<file path="src/rtl/nonce_sweep_ctrl.sv">
// Nonce sweep controller: reads the header tail, runs phase-2/phase-3 hashes per nonce, stores digest word 0.
// Optional target comparison (found / found_nonce) is enabled by defining NONCE_TARGET_CMP_EN.
module nonce_sweep_ctrl #(
    parameter int          NUM_NONCES = 16,
    parameter logic [15:0] TAIL_ADDR  = 16'd16,
    parameter logic [15:0] OUT_ADDR   = 16'd32
) (
    input  logic             clk,
    input  logic             reset,
    input  logic             start,
    input  logic [7:0][31:0] midstate,
    output logic             done,
    output logic [15:0]      mem_addr,
    output logic             mem_we,
    output logic [31:0]      mem_write_data,
    input  logic [31:0]      mem_read_data,
    output logic             core_start,
    output logic             core_phase_sel,
    output logic [3:0]       core_nonce,
    output logic [7:0][31:0] core_hi,
    output logic [2:0][31:0] core_msg_tail,
    input  logic [7:0][31:0] core_ho,
    input  logic             core_finish
`ifdef NONCE_TARGET_CMP_EN
    ,
    input  logic [31:0]      target,
    output logic             found,
    output logic [3:0]       found_nonce
`endif
);

    typedef enum logic [3:0] {
        S_IDLE, S_RD0, S_RD1, S_RD2, S_RDW,
        S_P2_GO, S_P2_WAIT, S_P3_GO, S_P3_WAIT, S_WR, S_DONE
    } state_t;

    localparam logic [3:0] LAST_NONCE = 4'(NUM_NONCES - 1);

    state_t           state_q;
    logic [7:0][31:0] midstate_q;
    logic [7:0][31:0] hi_q;
    logic [2:0][31:0] tail_q;
    logic [3:0]       nonce_q;
    logic [3:0]       nonce_d;
    logic             done_q;
    logic             we_q;
    logic [15:0]      addr_q;
    logic [31:0]      wdata_q;
    logic             cstart_q;
    logic             phase_q;
`ifdef NONCE_TARGET_CMP_EN
    logic             found_q;
    logic [3:0]       found_nonce_q;
`endif

    assign nonce_d = nonce_q + 4'd1;

    always_ff @(posedge clk) begin
        if (reset) begin
            state_q    <= S_IDLE;
            midstate_q <= '0;
            hi_q       <= '0;
            tail_q     <= '0;
            nonce_q    <= '0;
            done_q     <= 1'b0;
            we_q       <= 1'b0;
            addr_q     <= '0;
            wdata_q    <= '0;
            cstart_q   <= 1'b1;
            phase_q    <= 1'b0;
`ifdef NONCE_TARGET_CMP_EN
            found_q       <= 1'b0;
            found_nonce_q <= '0;
`endif
        end else begin
            case (state_q)
                S_IDLE: begin
                    cstart_q <= 1'b1;
                    done_q   <= 1'b0;
                    if (start) begin
                        midstate_q <= midstate;
                        nonce_q    <= '0;
                        addr_q     <= TAIL_ADDR;
                        state_q    <= S_RD0;
`ifdef NONCE_TARGET_CMP_EN
                        found_q       <= 1'b0;
                        found_nonce_q <= '0;
`endif
                    end
                end
                // Read data lags the address by one cycle, so each capture happens one state later.
                S_RD0: begin
                    addr_q  <= TAIL_ADDR + 16'd1;
                    state_q <= S_RD1;
                end
                S_RD1: begin
                    tail_q[0] <= mem_read_data;
                    addr_q    <= TAIL_ADDR + 16'd2;
                    state_q   <= S_RD2;
                end
                S_RD2: begin
                    tail_q[1] <= mem_read_data;
                    state_q   <= S_RDW;
                end
                S_RDW: begin
                    tail_q[2] <= mem_read_data;
                    hi_q      <= midstate_q;
                    phase_q   <= 1'b0;
                    cstart_q  <= 1'b1;
                    state_q   <= S_P2_GO;
                end
                S_P2_GO: begin
                    cstart_q <= 1'b0;
                    state_q  <= S_P2_WAIT;
                end
                S_P2_WAIT: begin
                    // The phase-2 digest lives in core_hi from here on; no separate copy is kept.
                    if (core_finish) begin
                        hi_q     <= core_ho;
                        phase_q  <= 1'b1;
                        cstart_q <= 1'b1;
                        state_q  <= S_P3_GO;
                    end
                end
                S_P3_GO: begin
                    cstart_q <= 1'b0;
                    state_q  <= S_P3_WAIT;
                end
                S_P3_WAIT: begin
                    if (core_finish) begin
                        wdata_q  <= core_ho[0];
                        addr_q   <= OUT_ADDR + {12'd0, nonce_q};
                        we_q     <= 1'b1;
                        cstart_q <= 1'b1;
                        state_q  <= S_WR;
                    end
                end
                S_WR: begin
                    we_q <= 1'b0;
`ifdef NONCE_TARGET_CMP_EN
                    if (!found_q && (wdata_q < target)) begin
                        found_q       <= 1'b1;
                        found_nonce_q <= nonce_q;
                    end
`endif
                    if (nonce_q == LAST_NONCE) begin
                        done_q  <= 1'b1;
                        state_q <= S_DONE;
                    end else begin
                        nonce_q <= nonce_d;
                        hi_q    <= midstate_q;
                        phase_q <= 1'b0;
                        state_q <= S_P2_GO;
                    end
                end
                S_DONE: begin
                    done_q   <= 1'b0;
                    cstart_q <= 1'b1;
                    state_q  <= S_IDLE;
                end
                default: begin
                    cstart_q <= 1'b1;
                    we_q     <= 1'b0;
                    done_q   <= 1'b0;
                    state_q  <= S_IDLE;
                end
            endcase
        end
    end

    assign done           = done_q;
    assign mem_addr       = addr_q;
    assign mem_we         = we_q;
    assign mem_write_data = wdata_q;
    assign core_start     = cstart_q;
    assign core_phase_sel = phase_q;
    assign core_nonce     = nonce_q;
    assign core_hi        = hi_q;
    assign core_msg_tail  = tail_q;
`ifdef NONCE_TARGET_CMP_EN
    assign found          = found_q;
    assign found_nonce    = found_nonce_q;
`endif

endmodule

</file>
<file path="config.mk">
export PLATFORM = sky130hd
export DESIGN_NAME = nonce_sweep_ctrl
export DESIGN_NICKNAME = d
export VERILOG_FILES = /design/src/rtl/nonce_sweep_ctrl.sv
export SDC_FILE = /design/constraint.sdc
export NUM_CORES = 1
export LEC_CHECK = 0
export ABC_AREA = 1
export CAP_MARGIN = 40
export CORE_AREA = 2 2 375 377
export CTS_CLUSTER_DIAMETER = 150
export DETAILED_ROUTE_END_ITERATION = 7
export DIE_AREA = 0 0 377 379
export SKIP_CTS_REPAIR_TIMING = 1
export SLEW_MARGIN = 20
export SYNTH_ARGS = -nofsm -noshare
export SYNTH_HDL_FRONTEND = slang
export SYNTH_SLANG_ARGS = --single-unit
</file>
<file path="constraint.sdc">
create_clock -name clk -period 5.6 [get_ports clk]
set_clock_uncertainty 0.2 [all_clocks]
set_input_delay 0.56 -clock clk [delete_from_list [all_inputs] [get_ports clk]]
set_output_delay 0.56 -clock clk [all_outputs]
set_load 0.01 [all_outputs]
</file>
==> flow_metrics.py <==
metrics = {
    "clock_network": {
        "path_clk_slew_ns": 0.07,
        "clk_path_buf_depth": 3,
        "clock_sinks": 658,
        "clock-root-buffer": "clkbuf_16",
        "htree_num_levels": 3,
        "cts_buffers": 81,
        "clock_latency_ns": 0.69,
        "cts_tree": "yes",
    },
    "power": {
        "power_density_nw_per_um2": 310.3,
        "switchingPower_mw": 3.756,
        "clkPwrFrac_pct": 41.1,
        "intPower_mw": 9.229,
        "sw_frac_of_total_pct": 28.92,
        "p_leak_nw": 18.73,
        "comb_power_share_pct": 17.6,
        "p_seq_share_pct": 41.2,
        "ir_drop_uv": 237.4,
    },
    "critical_path": {
        "critPathLaunchType": "register",
        "end_kind": "register",
        "r2r-end": "core_hi[174]",
        "cp_max_fo": 124,
        "r2r_start": "state_q[2]",
        "slowest_stage": "nand2_4",
        "cp_num_buf_inv": 3,
        "critPathLaunch": "state_q[2]",
        "cp.required_ns": 5.96,
        "worstPathCellList": "inv_2 -> nor2_4 -> buf_12 -> nand2_4 -> buf_12 -> nand2_1 -> nand2_1 -> nor2_1 -> nor2_1",
        "crit_arrival_ns": 3.46,
        "critPathKind": "register to register",
        "critPathMaxStageDelay_ns": 0.42,
        "reg2reg_slack_ns": 2.50,
        "cp_top_family": "simple AND/OR/NAND/NOR gates",
        "ff2ff_path_depth": 9,
    },
    "routing": {
        "drc_errors": 0,
        "drt_wl_total_um": 118900,
        "wl_per_cell_um": 17.13,
        "ant_nets": 0,
        "first_pass_iters": 7,
        "drtIter0Drc": 1830,
        "vias_per_cell": 4.153,
        "vias": 28820,
    },
    "grt": {
        "grt_overflow": 0,
        "grt_busiest_layer": "met2",
        "met2_usage_pct": 24.94,
        "antenna_found_initial": 42,
        "use_met3_pct": 4.091,
        "grt_max_degree": 203,
        "grt_pass1_wl_um": 170500,
        "grt_pass1_vias": 26790,
        "grt.total_usage_pct": 15.74,
        "use_met1_pct": 19.99,
    },
    "finish": {
        "layout.nets": 5600,
        "final_common_cell": "nand2_1",
        "drive_gt1_share_pct": 3.502,
        "multi_input_area_um2": 11770,
        "seqCellArea_um2": 13170,
        "fin_cells": 6941,
        "final_cell_mix": "nand2_1, clkdlybuf4s50_1, nor2_1",
        "nFillCells": 15050,
        "syn_to_final_growth_pct": 47.84,
    },
    "logic_synthesis": {
        "synthCells": 4284,
        "syn_area_per_cell_um2": 6.607,
        "synth_seq_cells": 658,
        "ys_seq_area_share_pct": 46.54,
        "post_synth_num_cell_types": 24,
        "yosys_warnings": 0,
        "synth_area_um2": 28310,
    },
    "outcome": {
        "status": "completed",
    },
    "timing": {
        "worst_pin_slew_ns": 1.262,
        "rsz0062_at_grt": "no",
        "hold_violations": 0,
        "maxSlewViolCount": 0,
        "max_slew_margin_pct": 15.84,
        "finalSetupViolations": 0,
        "setup_tns_ns": 0,
        "max_clock_freq_ghz": 0.3228,
        "setup_ws_ns": 2.502,
        "fin_crit_ns": 3.098,
        "post-route-period-util_pct": 55.33,
    },
    "floorplanning": {
        "die_w_um": 377,
        "die-area_um2": 142900,
        "rows": 137,
        "ios": 956,
        "start_util_pct": 20.39,
        "die_h_um": 379,
        "design.core.area_um2": 138800,
    },
    "worst_hold_path": {
        "min_delay_worst_endpoint": "midstate_q[216]",
        "min_from": "midstate_q[216]",
        "min_path_type": "register to register",
        "holdPathStages": 2,
    },
    "place": {
        "portBuffers": 945,
        "dp_hpwl_um": 83580,
        "dp.cells": 6775,
        "gp_congestion": 0.8623,
        "post-place-ws_ns": 2.142,
    },
    "run": {
        "maxCapViolations": 0,
    },
}
-- tightest hold or removal path: stages, from the launching register on --
cell,delay [ns]
dfxtp_1,0.30
inv_1,0.04
a21oi_1,0.05
-- cell families after synthesis --
| logic type | Yosys count | share of synthesized area [%] |
|---|---|---|
| AOI/OAI and AO/OA | 657 | 11.63 |
| adders and majority gates | 1 | 0.04420 |
| buffers and inverters | 835 | 12.15 |
| DFF | 658 | 46.54 |
| other | 1 | 0.01325 |
| and+or+nand+nor | 2132 | 29.63 |
-- cells in the mapped netlist --
| library cell | number | area (um2) |
|---|---|---|
| nand3_1 | 271 | 1356 |
| ha_1 | 1 | 12.51 |
| nand2_2 | 3 | 18.77 |
| inv_2 | 5 | 18.77 |
| inv_1 | 526 | 1974 |
| nand2_1 | 1067 | 4005 |
| buf_1 | 7 | 26.28 |
| buf_4 | 11 | 82.58 |
| nor2_2 | 2 | 12.51 |
| buf_2 | 72 | 360.4 |
| nor2_4 | 2 | 22.52 |
| a21oi_1 | 267 | 1336 |
| o21ai_0 | 386 | 1932 |
| nand3b_1 | 2 | 15.01 |
| a31oi_1 | 3 | 18.77 |
| nand3_2 | 1 | 10.01 |
| clkbuf_1 | 191 | 716.9 |
| nor2_1 | 782 | 2935 |
| buf_6 | 23 | 259.0 |
| dfxtp_1 | 658 | 13170 |
| nand4_1 | 1 | 6.260 |
| nor3_1 | 1 | 5.000 |
| conb_1 | 1 | 3.750 |
| o21ai_1 | 1 | 5.000 |
-- power groups by stage --
stage	Combinational, mW	Clock, mW	Sequential (mW)
finish	2.29	5.34	5.36
global route	2.56	5.68	5.41
CTS	2.31	5.50	5.36
detailed placement	2.30	0	5.46
global placement	2.27	0	5.45
floorplan	1.14	0	5.45
-- layout make-up --
cell class	count	area share (%)
Antenna cell	22	0.1316
Clock buffer	117	5.672
Clock inverter	27	0.7714
Inverter	531	4.781
Multi-Input combinational cell	2800	28.11
Sequential cell	658	31.48
Tap cell	1807	5.403
Timing Repair Buffer	979	23.65
-- per-layer routing --
| metal | share of wire [%] | vias to the layer above |
|---|---|---|
| met3 | 7.5 | 212 |
| met5 | 0.11 | - |
| li1 | - | 14630 |
| met4 | 3.4 | 20 |
| met2 | 46 | 948 |
| met1 | 43 | 13020 |
-- registers in the layout, summed over array words and instances, names as in the netlist --
register / cells
mem_write_data: 32
core_msg_tail: 96
midstate_q: 256
state_q: 4
mem_addr: 6
core_hi: 256
core_start: 1
done: 1
mem_we: 1
core_nonce: 4
core_phase_sel: 1
-- stage by stage --
stage | area [um2] | hold WS, ns | utilization [%] | power (mW)
after global routing | 41840 | 0.2539 | 30.14 | 13.64
after global placement | 39070 | 0.2306 | 28.14 | 7.723
final | 41850 | 0.2403 | 30.14 | 12.98
after detailed placement | 39100 | 0.2346 | 28.16 | 7.757
after floorplan | 28340 | 0.2237 | - | 6.582
after CTS | 41790 | 0.2156 | 30.10 | 13.17
-- worst max path at each step --
stage	slack, ns	cells past startpoint	to
floorplan	3.76	11	core_hi[27]
global route	2.22	10	core_hi[31]
finish	2.50	9	core_hi[174]
detailed placement	2.14	7	core_hi[31]
global placement	2.16	7	core_hi[31]
CTS	2.48	8	core_hi[31]
(Power assumes the default switching activity.)
